### config.mk
export PLATFORM = sky130hd
export DESIGN_NAME = maxpool2x2_stream
export DESIGN_NICKNAME = d
export VERILOG_FILES = /design/src/rtl/maxpool2x2_stream.sv
export SDC_FILE = /design/constraint.sdc
export NUM_CORES = 1
export LEC_CHECK = 0
export ABC_AREA = 1
export BUFFER_PORTS_ARGS = -buffer_cell sky130_fd_sc_hd__buf_2
export CAP_MARGIN = 20
export CORE_UTILIZATION = 29
export CTS_CLUSTER_SIZE = 10
export DETAILED_ROUTE_END_ITERATION = 8
export GPL_ROUTABILITY_DRIVEN = 0
export GPL_TIMING_DRIVEN = 0
export PLACE_DENSITY_LB_ADDON = 0.3
export SETUP_SLACK_MARGIN = 0.3
export SLEW_MARGIN = 25
export SYNTH_ARGS = -nofsm -noshare
export SYNTH_HDL_FRONTEND = slang
export SYNTH_SLANG_ARGS = --single-unit
### constraint.sdc
create_clock -name clk -period 4.6 [get_ports clk]
set_clock_uncertainty 0.05 [all_clocks]
set_input_delay 1.15 -clock clk [delete_from_list [all_inputs] [get_ports clk]]
set_output_delay 1.15 -clock clk [all_outputs]
set_load 0.03 [all_outputs]
### src/rtl/maxpool2x2_stream.sv
// Streaming 2x2 / stride-2 max-pool over a raster-ordered pixel stream.
// One half-width row of horizontal maxima is buffered between row pairs.
module maxpool2x2_stream #(
  parameter int N     = 16,
  parameter int IMG_W = 24,
  parameter int IMG_H = 24
) (
  input  logic         clk,
  input  logic         rst,
  input  logic         din_vld,
  input  logic [N-1:0] din,
  output logic [N-1:0] dout,
  output logic         dout_vld,
  output logic         dout_end
);

  localparam int CW = (IMG_W > 2) ? $clog2(IMG_W) : 1;
  localparam int RW = (IMG_H > 2) ? $clog2(IMG_H) : 1;
  localparam int LW = (IMG_W > 2) ? $clog2(IMG_W / 2) : 1;
  localparam int LD = (IMG_W >= 2) ? (IMG_W / 2) : 1;

  localparam logic [CW-1:0] COL_LAST = CW'(IMG_W - 1);
  localparam logic [RW-1:0] ROW_LAST = RW'(IMG_H - 1);

  if ((IMG_W < 2) || ((IMG_W % 2) != 0)) begin : g_bad_img_w
    $error("maxpool2x2_stream: IMG_W must be even and >= 2");
  end
  if ((IMG_H < 2) || ((IMG_H % 2) != 0)) begin : g_bad_img_h
    $error("maxpool2x2_stream: IMG_H must be even and >= 2");
  end

  function automatic logic [N-1:0] umax(input logic [N-1:0] a, input logic [N-1:0] b);
    return (a >= b) ? a : b;
  endfunction

  logic [CW-1:0] col_r;
  logic [RW-1:0] row_r;
  logic [N-1:0]  hold_r;
  logic [N-1:0]  lbuf_r [LD];
  logic [N-1:0]  dout_r;
  logic          dout_vld_r;
  logic          dout_end_r;

  logic [LW-1:0] lb_idx_s;
  logic [N-1:0]  hmax_s;
  logic [N-1:0]  pool_s;
  logic          col_wrap_s;
  logic          row_wrap_s;
  logic          lb_wr_s;
  logic          emit_s;

  // Window datapath: odd columns close a horizontal pair, odd rows close a window.
  always_comb begin
    lb_idx_s   = LW'(col_r >> 1);
    hmax_s     = umax(hold_r, din);
    pool_s     = umax(lbuf_r[lb_idx_s], hmax_s);
    col_wrap_s = (col_r == COL_LAST);
    row_wrap_s = (row_r == ROW_LAST);
    lb_wr_s    = din_vld & col_r[0] & ~row_r[0];
    emit_s     = din_vld & col_r[0] & row_r[0];
  end

  // Raster position, advancing only on accepted pixels.
  always_ff @(posedge clk) begin
    if (rst) begin
      col_r <= '0;
      row_r <= '0;
    end else if (din_vld) begin
      if (col_wrap_s) begin
        col_r <= '0;
        row_r <= row_wrap_s ? '0 : (row_r + RW'(1));
      end else begin
        col_r <= col_r + CW'(1);
      end
    end else begin
      col_r <= col_r;
      row_r <= row_r;
    end
  end

  // Left pixel of each horizontal pair.
  always_ff @(posedge clk) begin
    if (rst) begin
      hold_r <= '0;
    end else if (din_vld && !col_r[0]) begin
      hold_r <= din;
    end else begin
      hold_r <= hold_r;
    end
  end

  // Horizontal maxima of the upper row; contents need no reset since every entry is written first.
  always_ff @(posedge clk) begin
    if (lb_wr_s && !rst) begin
      lbuf_r[lb_idx_s] <= hmax_s;
    end
  end

  // Registered result, valid pulse and end-of-frame marker.
  always_ff @(posedge clk) begin
    if (rst) begin
      dout_r     <= '0;
      dout_vld_r <= 1'b0;
      dout_end_r <= 1'b0;
    end else begin
      dout_vld_r <= emit_s;
      dout_end_r <= emit_s & col_wrap_s & row_wrap_s;
      if (emit_s) begin
        dout_r <= pool_s;
      end else begin
        dout_r <= dout_r;
      end
    end
  end

  assign dout     = dout_r;
  assign dout_vld = dout_vld_r;
  assign dout_end = dout_end_r;

endmodule

# Yosys cells after proc, flatten, opt, wreduce, memory -nomap -nowiden
# Memory sizes are Yosys's and may differ from the RTL's. A register that Yosys moved wholly into a read port is not among the register bits.
# Index checks and enable logic that the tools add are counted.
word_totals:
  regBits: 44
  mem_bits_rw: 192
  in_bits: 19
  out_inout_bits: 18
  wordCells: 32
  memories: 1
mem_list:
  columns: ["name", "depth", "word_bits", "rd", "rd_clocked_by_memory_dff", "wr", "line_no", "source"]
  rows:
  - ["lbuf_r", 12, 16, 1, 1, 1, "39", "logic [N-1:0] lbuf_r [LD];"]
classes:
  addsub: 2
  order_cmp: 2
  n_eq_ne: 2
  n_mux: 8
  bitwise: 6
  n_reduce_logical: 5
ops:
  columns: ["operator", "n"]
  rows:
  - ["greater-or-equal comparator 16 bit", 2]
  - ["2-to-1 mux 16 bit", 2]
  - ["adder 5 x 1 -> 5 bit, second input constant", 2]
  - ["== test 5 bit, second input constant", 2]
  - ["2-to-1 mux 5 bit", 2]
  - ["2-to-1 mux 4 bit", 2]
  - ["bitwise AND 1 bit", 5]
  - ["logical AND 1 bit", 2]
  - ["zero test 1 bit", 2]
  - ["2-to-1 mux 1 bit", 2]
  - ["AND reduction 2 bit", 1]
  - ["NOT 1 bit", 1]

# Depth between registers and ports, before layout
# Gate-level depths: netlist (run 1).
logic_depth:
  depth_word: 5
  depth_mapped: 29
  mapped_depth_nobuf: 27

# Worst setup path before layout (run 1)
# No wires, ideal clock.
synth_timing:
  path_kind: "input port to flip-flop"
  start: "input din[7]"
  end: "register dout_r[1], in the netlist dout[1]"
  setup_time_ns: 0.136
  arrival_ns: 3.854
  required_time_ns: 4.414
  path_slack_ns: 0.560
  cell_stages: 22
  path_buffers: 2
  cell_sequence: "inv_1 -> ha_1 -> nand2_1 -> inv_1 -> nor2_1 -> o21a_1 -> nand2_1 -> nand2_1 -> buf_2 -> nand3_1 -> nand2_1 -> inv_1 -> ha_1 -> a21oi_1 -> o21ai_0 -> a21oi_1 -> nand2_1 -> nor2_2 -> buf_2 -> nand3_1 -> nand2_1 -> a21oi_2"
synth_between:
  elab_chain_len: 4
synth_rtl:
  columns: ["element", "line_no", "source"]
  rows:
  - ["from (decl)", "11", "input logic [N-1:0] din,"]
  - ["greater-or-equal comparator 16 bit", "33", "return (a >= b) ? a : b;"]
  - ["2-to-1 mux 16 bit", "33", null]
  - ["net hmax_s[15]", "45", "logic [N-1:0] hmax_s;"]
  - ["greater-or-equal comparator 16 bit", "33", null]
  - ["2-to-1 mux 16 bit", "33", null]
  - ["to (signal assigned)", "109", "dout_r <= pool_s;"]
  - ["to (signal assigned)", "111", "dout_r <= dout_r;"]
  - ["to (decl)", "40", "logic [N-1:0] dout_r;"]
# The timed path passes the listed nets, and every way through them passes these cells.
# A chain may end at the register's enable or synchronous reset.

# Final worst setup path (run 1)
layout_timing:
  start: "input din[15]"
  end: "register dout_r[2], in the netlist dout[2]"
# The elaborated chain is that of the path after synthesis.

==> impl_metrics.tcl, run 1 <==
set metrics [dict create \
    status "finished, final reports clean" \
    cpMaxStageDelayCell "ha_1" \
    crit_fanout 13 \
    clk_path_buf_depth 3 \
    layout.nets 1167 \
    pin_count 37 \
    min_period_over_period 0.880 \
    coreArea_mm2 0.0367 \
    async_reset_ff_frac 0 \
    p_leak_nw 4.92 \
    crit_top_cell "nand2_1" \
    synth-main-ff-cell "edfxtp_1" \
    drt-total-wl_um 27500 \
    placed_cells 1546 \
    layout_commonest_cell "edfxtp_1" \
    tightest_slew_ns 0.878 \
    ant_nets 0 \
    final_util 0.346 \
    end_kind "flip-flop" \
    worstPathArrival_ns 4.39 \
    clock-sinks 240 \
    grt_pass1_wl_um 42800 \
    instances_no_fill 1604 \
    grt_max_degree 17 \
    numPortBuffers 36 \
    synth_seq_cells 240 \
    setup_violations 0 \
    drv_slew 0 \
    antennaDiodeCount 0 \
    vdd_drop_max_v 0.000213 \
    synth_area_mm2 0.0109 \
    num_vias 7462 \
    max_cap_viol_count 0 \
    drt_iter0_markers 499 \
    die_w_um 195 \
    power_switching_mw 1.22 \
    relSlewSlack 0.414 \
    drt_pre_antenna_iters 5 \
    p_clk_frac 0.405 \
    initial_utilization 0.296 \
    die_y_um 195 \
    place_area_mm2 0.0117 \
    ys_seq_area_frac 0.620 \
    rsz0062_at_grt "false" \
    p_seq_frac 0.485 \
    antenna_found_initial 0 \
    netSwitchingFraction 0.245 \
    drc 0 \
    max_stage_delay_ns 0.31 \
    ys_warn_count 0 \
    ctsHoldBuffers 0 \
    start_kind "input port" \
    grt_pass1_vias 7468 \
    fin_crit_ns 4.05 \
    yosys.area.top_type "edfxtp_1" \
    ys_types 34 \
    synth_cells 1040 \
    hold_slack_ns 0.416 \
    worstHoldPathType "flip-flop to flip-flop" \
    grtUsageTotal 0.145 \
    synth_edf_count 192 \
    routedWlPerCell_um 17.1 \
    synth_top_area_share 0.531 \
    grt_overflow_total 0 \
    clk_latency_ns 0.53 \
    totalNegativeSetupSlack_ns 0 \
    htree_levels 1 \
    hold_viol 0 \
    crit_chain "buf_2, inv_1, ha_1, nand4_1, nor3_2, nand2_2, nand2_4, buf_4, nand2_1, nand2_4, inv_1, ha_1, a21oi_1, o21ai_0, a21oi_2, nand2_1, nor2_4, buf_4, nand3_1, nand2_1, a21oi_2" \
    crit_type "input port to flip-flop" \
    pwr-share-comb 0.110 \
    multiInputGateArea_mm2 0.00341 \
    power.density_mw_per_mm2 393 \
    viasPerCell 4.65 \
    rows 70 \
    cts.clk_slew.worst_paths_ns 0.06 \
    synth_area_leaders "edfxtp_1 53%, dfxtp_1 8.9%, nand2_1 5.8%" \
    crit_family "simple AND/OR/NAND/NOR gates" \
    layout_common_cells "192 x edfxtp_1, 157 x inv_1, 153 x nand2_1, 105 x a21oi_1, 69 x o21ai_0" \
    required_ns 4.94 \
    cts_buffers 28 \
    ff_latch_area_mm2 0.00673 \
    cts-root-buf "clkbuf_16" \
    crit_buf_inv 5 \
    synth_nets 1093 \
    power.internal_mw 3.76 \
    dieArea_mm2 0.0382 \
    syn_area_per_cell_um2 10.4 \
    tritoncts "yes" \
    fmax_ghz 0.247 \
    final_cell_area_mm2 0.0127 \
    dpl.hpwl_um 19100 \
    drive_gt1_frac 0.147 \
    fill_cells 3664 \
    syn2layout_area_growth_pct 16.9 \
]
[worst min-delay path: stages, from the launching register on]
cell and delay (ns):
dfxtp_1 0.31, nand2_1 0.06, a21oi_1 0.06
[synth_stat cells, types with 2 or more instances]
| cell | instances |
|---|---|
| nand4_1 | 3 |
| nand2_1 | 168 |
| mux2i_1 | 15 |
| nor3_1 | 6 |
| a21oi_1 | 106 |
| buf_6 | 8 |
| o21ai_0 | 69 |
| edfxtp_1 | 192 |
| nand3_1 | 61 |
| inv_1 | 157 |
| buf_4 | 5 |
| nor2_1 | 30 |
| ha_1 | 34 |
| buf_2 | 20 |
| o211ai_1 | 33 |
| buf_1 | 6 |
| dfxtp_1 | 48 |
| nor3_2 | 2 |
| a21oi_2 | 19 |
| a211oi_1 | 2 |
| clkbuf_1 | 11 |
| o21ai_1 | 31 |
| inv_2 | 2 |
| nor2_2 | 2 |
[cell families (layout without fill, tap and decap cells)]
group | count (synthesis) | after routing | synth area share
AOI/OAI and AO/OA | 264 | 264 | 0.137
adders and majority gates | 34 | 34 | 0.0392
xor gates and xnor gates | 1 | 1 | 0.000807
buffers and inverters | 210 | 306 | 0.0823
and+or+nand+nor | 276 | 276 | 0.107
muxes | 15 | 15 | 0.0138
DFF | 240 | 240 | 0.620
[registers in the layout (all words and copies together) (netlist names), named ones only]
signal and flops:
col_r 5, dout_vld 1, hold_r 16, lbuf_r 192, row_r 5, dout 16, dout_end 1
[worst paths after layout]
path,start,to,slack (ns),depth (start not counted)
max,din[15],dout[2],0.55,21
min,dout[10],dout[10],0.42,2
max reg2reg,flip-flop,dout[13],0.94,18
min reg2reg,dout[10],dout[10],0.42,2
[what timing repair did]
item / in CTS / in global routing
cloned: 0 / 0
gates resized for setup: 13 / 22
pin swaps: 0 / 5
setup endpoints to repair: 16 / 16
buffers inserted: 1 / 5
[power groups by stage]
stage	sequential (mW)	combinational, mW	clock [mW]
5_1_grt	2.42	0.617	2.14
6_report	2.42	0.549	2.02
3_3_place_gp	2.46	0.500	0
3_5_place_dp	2.46	0.510	0
2_1_floorplan	2.46	0.341	0
4_1_cts	2.42	0.523	2.06
[layer usage]
metal	part of all wire	global-route usage	wire length (um)
met2	0.50	0.260	13600
met1	0.44	0.184	12000
met3	0.051	0.0216	1390
met5	0	0	0
met4	0.017	0.0330	461
[stage by stage]
stage / total power, mW / worst slack (ns)
final: 4.99 / 0.551
after global routing: 5.17 / 0.292
after CTS: 5.00 / 0.355
after detailed placement: 2.97 / -0.611
after global placement: 2.96 / -0.552
after floorplan: 2.80 / 0.560
[layout make-up]
class | count | share of cell area
Tap cell | 468 | 0.0461
Clock inverter | 1 | 0.000591
Multi-Input combinational cell | 590 | 0.268
Timing Repair Buffer | 44 | 0.0195
Buffer | 51 | 0.0240
Inverter | 159 | 0.0470
Sequential cell | 240 | 0.530
Clock buffer | 51 | 0.0645
No activity file was read; power rests on OpenSTA's default activity.
==> run 2, diff against run 1 <==
--- a/config.mk
+++ b/config.mk
@@ -12,7 +12,6 @@
 export CTS_CLUSTER_SIZE = 10
 export DETAILED_ROUTE_END_ITERATION = 8
 export GPL_ROUTABILITY_DRIVEN = 0
-export GPL_TIMING_DRIVEN = 0
 export PLACE_DENSITY_LB_ADDON = 0.3
 export SETUP_SLACK_MARGIN = 0.3
 export SLEW_MARGIN = 25
==> impl_metrics.tcl, run 2 (synthesis results as in run 1) <==
set metrics [dict create \
    status "finished, final reports clean" \
    totalNegativeSetupSlack_ns 0 \
    rsz0062_at_grt "false" \
    fmax_ghz 0.267 \
    ff_latch_area_mm2 0.00673 \
    pre_cts_slack_ns 0.347 \
    antennaDiodeCount 0 \
    grt_pass1_wl_um 39500 \
    ant_nets 0 \
    placed_cells 1538 \
    drt-total-wl_um 24100 \
    regMostFlops "lbuf_r" \
    grt_pass1_vias 7218 \
    numPortBuffers 36 \
    layout_common_cells "192 x edfxtp_1, 168 x nand2_1, 157 x inv_1, 106 x a21oi_1, 69 x o21ai_0" \
    layout.nets 1153 \
    largest_register_ffs 192 \
    worstHoldPathType "flip-flop to flip-flop" \
    setup_violations 0 \
    cts-root-buf "clkbuf_16" \
    setup_slack_ns 0.853 \
    ctsHoldBuffers 0 \
    cts.clk_slew.worst_paths_ns 0.05 \
    crit_fanout 16 \
    routedWlPerCell_um 15.2 \
    grtUsageTotal 0.129 \
    num_vias 7319 \
    crit_type "input port to flip-flop" \
    power_mw 4.95 \
    power.density_mw_per_mm2 395 \
    dpl.hpwl_um 15800 \
    dieArea_mm2 0.0382 \
    max_cap_viol_count 0 \
    layout_commonest_cell "edfxtp_1" \
    viasPerCell 4.61 \
    htree_levels 1 \
    coreArea_mm2 0.0367 \
    final_util 0.341 \
    required_ns 4.94 \
    clock-sinks 240 \
    die_w_um 195 \
    post-cts-setup-buffers 0 \
    syn2layout_area_growth_pct 15.3 \
    cts_buffers 28 \
    antenna_found_initial 0 \
    instances_no_fill 1589 \
    drt_pre_antenna_iters 5 \
    tritoncts "yes" \
    grt_max_degree 63 \
    multiInputGateArea_mm2 0.00324 \
    fill_cells 3690 \
    tightest_slew_ns 0.887 \
    vdd_drop_max_v 0.000189 \
    cts-resized-gates 0 \
    die_y_um 195 \
    relSlewSlack 0.408 \
    worstPathArrival_ns 4.08 \
    fin_crit_ns 3.75 \
    clk_path_buf_depth 3 \
    drt_iter0_markers 410 \
    drc 0 \
    pin_count 37 \
    initial_utilization 0.296 \
    min_period_over_period 0.815 \
    start_kind "input port" \
    clk_latency_ns 0.53 \
    drv_slew 0 \
    p_leak_nw 4.92 \
    grt_overflow_total 0 \
    drive_gt1_frac 0.127 \
    rows 70 \
    hold_viol 0 \
    end_kind "flip-flop" \
]
## run 2: changes by cell type in the layout (fill, tap and decap cells not counted), sizes merged
cell and change:
clkbuf -16, bufinv +1, clkinv +1, clkinvlp -1
## run 2: layer usage
metal	global-route usage	vias up	routed length, um
met3	0.0155	35	968
met5	0	-	0
li1	-	3688	-
met4	0.0318	0	437
met2	0.215	137	11100
met1	0.179	3459	11600
## run 2: layout make-up
class	instances	area share
clock buffer	49	0.0640
clock inverter	2	0.00270
multi-input combinational	590	0.259
tap	468	0.0468
inverter	159	0.0477
timing repair buffer	81	0.0424
sequential	240	0.538
## run 2: stage by stage
step,area [um^2],hold WS [ns]
global route,12500,0.451
detailed placement,11700,0.408
finish,12500,0.414
global placement,11700,0.419
floorplan,10900,0.405
CTS,12500,0.417
## run 2: final timing paths
kind / startpoint / end / slack, ns / depth (start not counted)
hold reg to reg: dout[5] / dout[5] / 0.41 / 2
setup reg to reg: flip-flop / dout[8] / 1.15 / 18
setup / recovery: din[11] / dout[8] / 0.85 / 21
hold / removal: dout[5] / dout[5] / 0.41 / 2
## run 2: worst max-delay path: stages
cell and delay, ns:
buf_2 0.09, inv_1 0.05, ha_1 0.30, nand2_1 0.09
o21bai_1 0.18, a21oi_2 0.18, nor2_4 0.08, nand2_2 0.26
nand2_1 0.11, nand2_1 0.10, inv_1 0.05, ha_1 0.29
a21oi_1 0.14, o21ai_0 0.12, a21oi_1 0.22, nand2_1 0.10
nor2_2 0.08, buf_4 0.22, nand3_1 0.11, nand3_1 0.08
a21oi_1 0.07
## run 2: power by group
part	internal, mW	switching, mW	total, mW
clock	1.22	0.817	2.04
sequential	2.40	0.0263	2.43
combinational	0.165	0.318	0.483
total	3.79	1.16	4.95
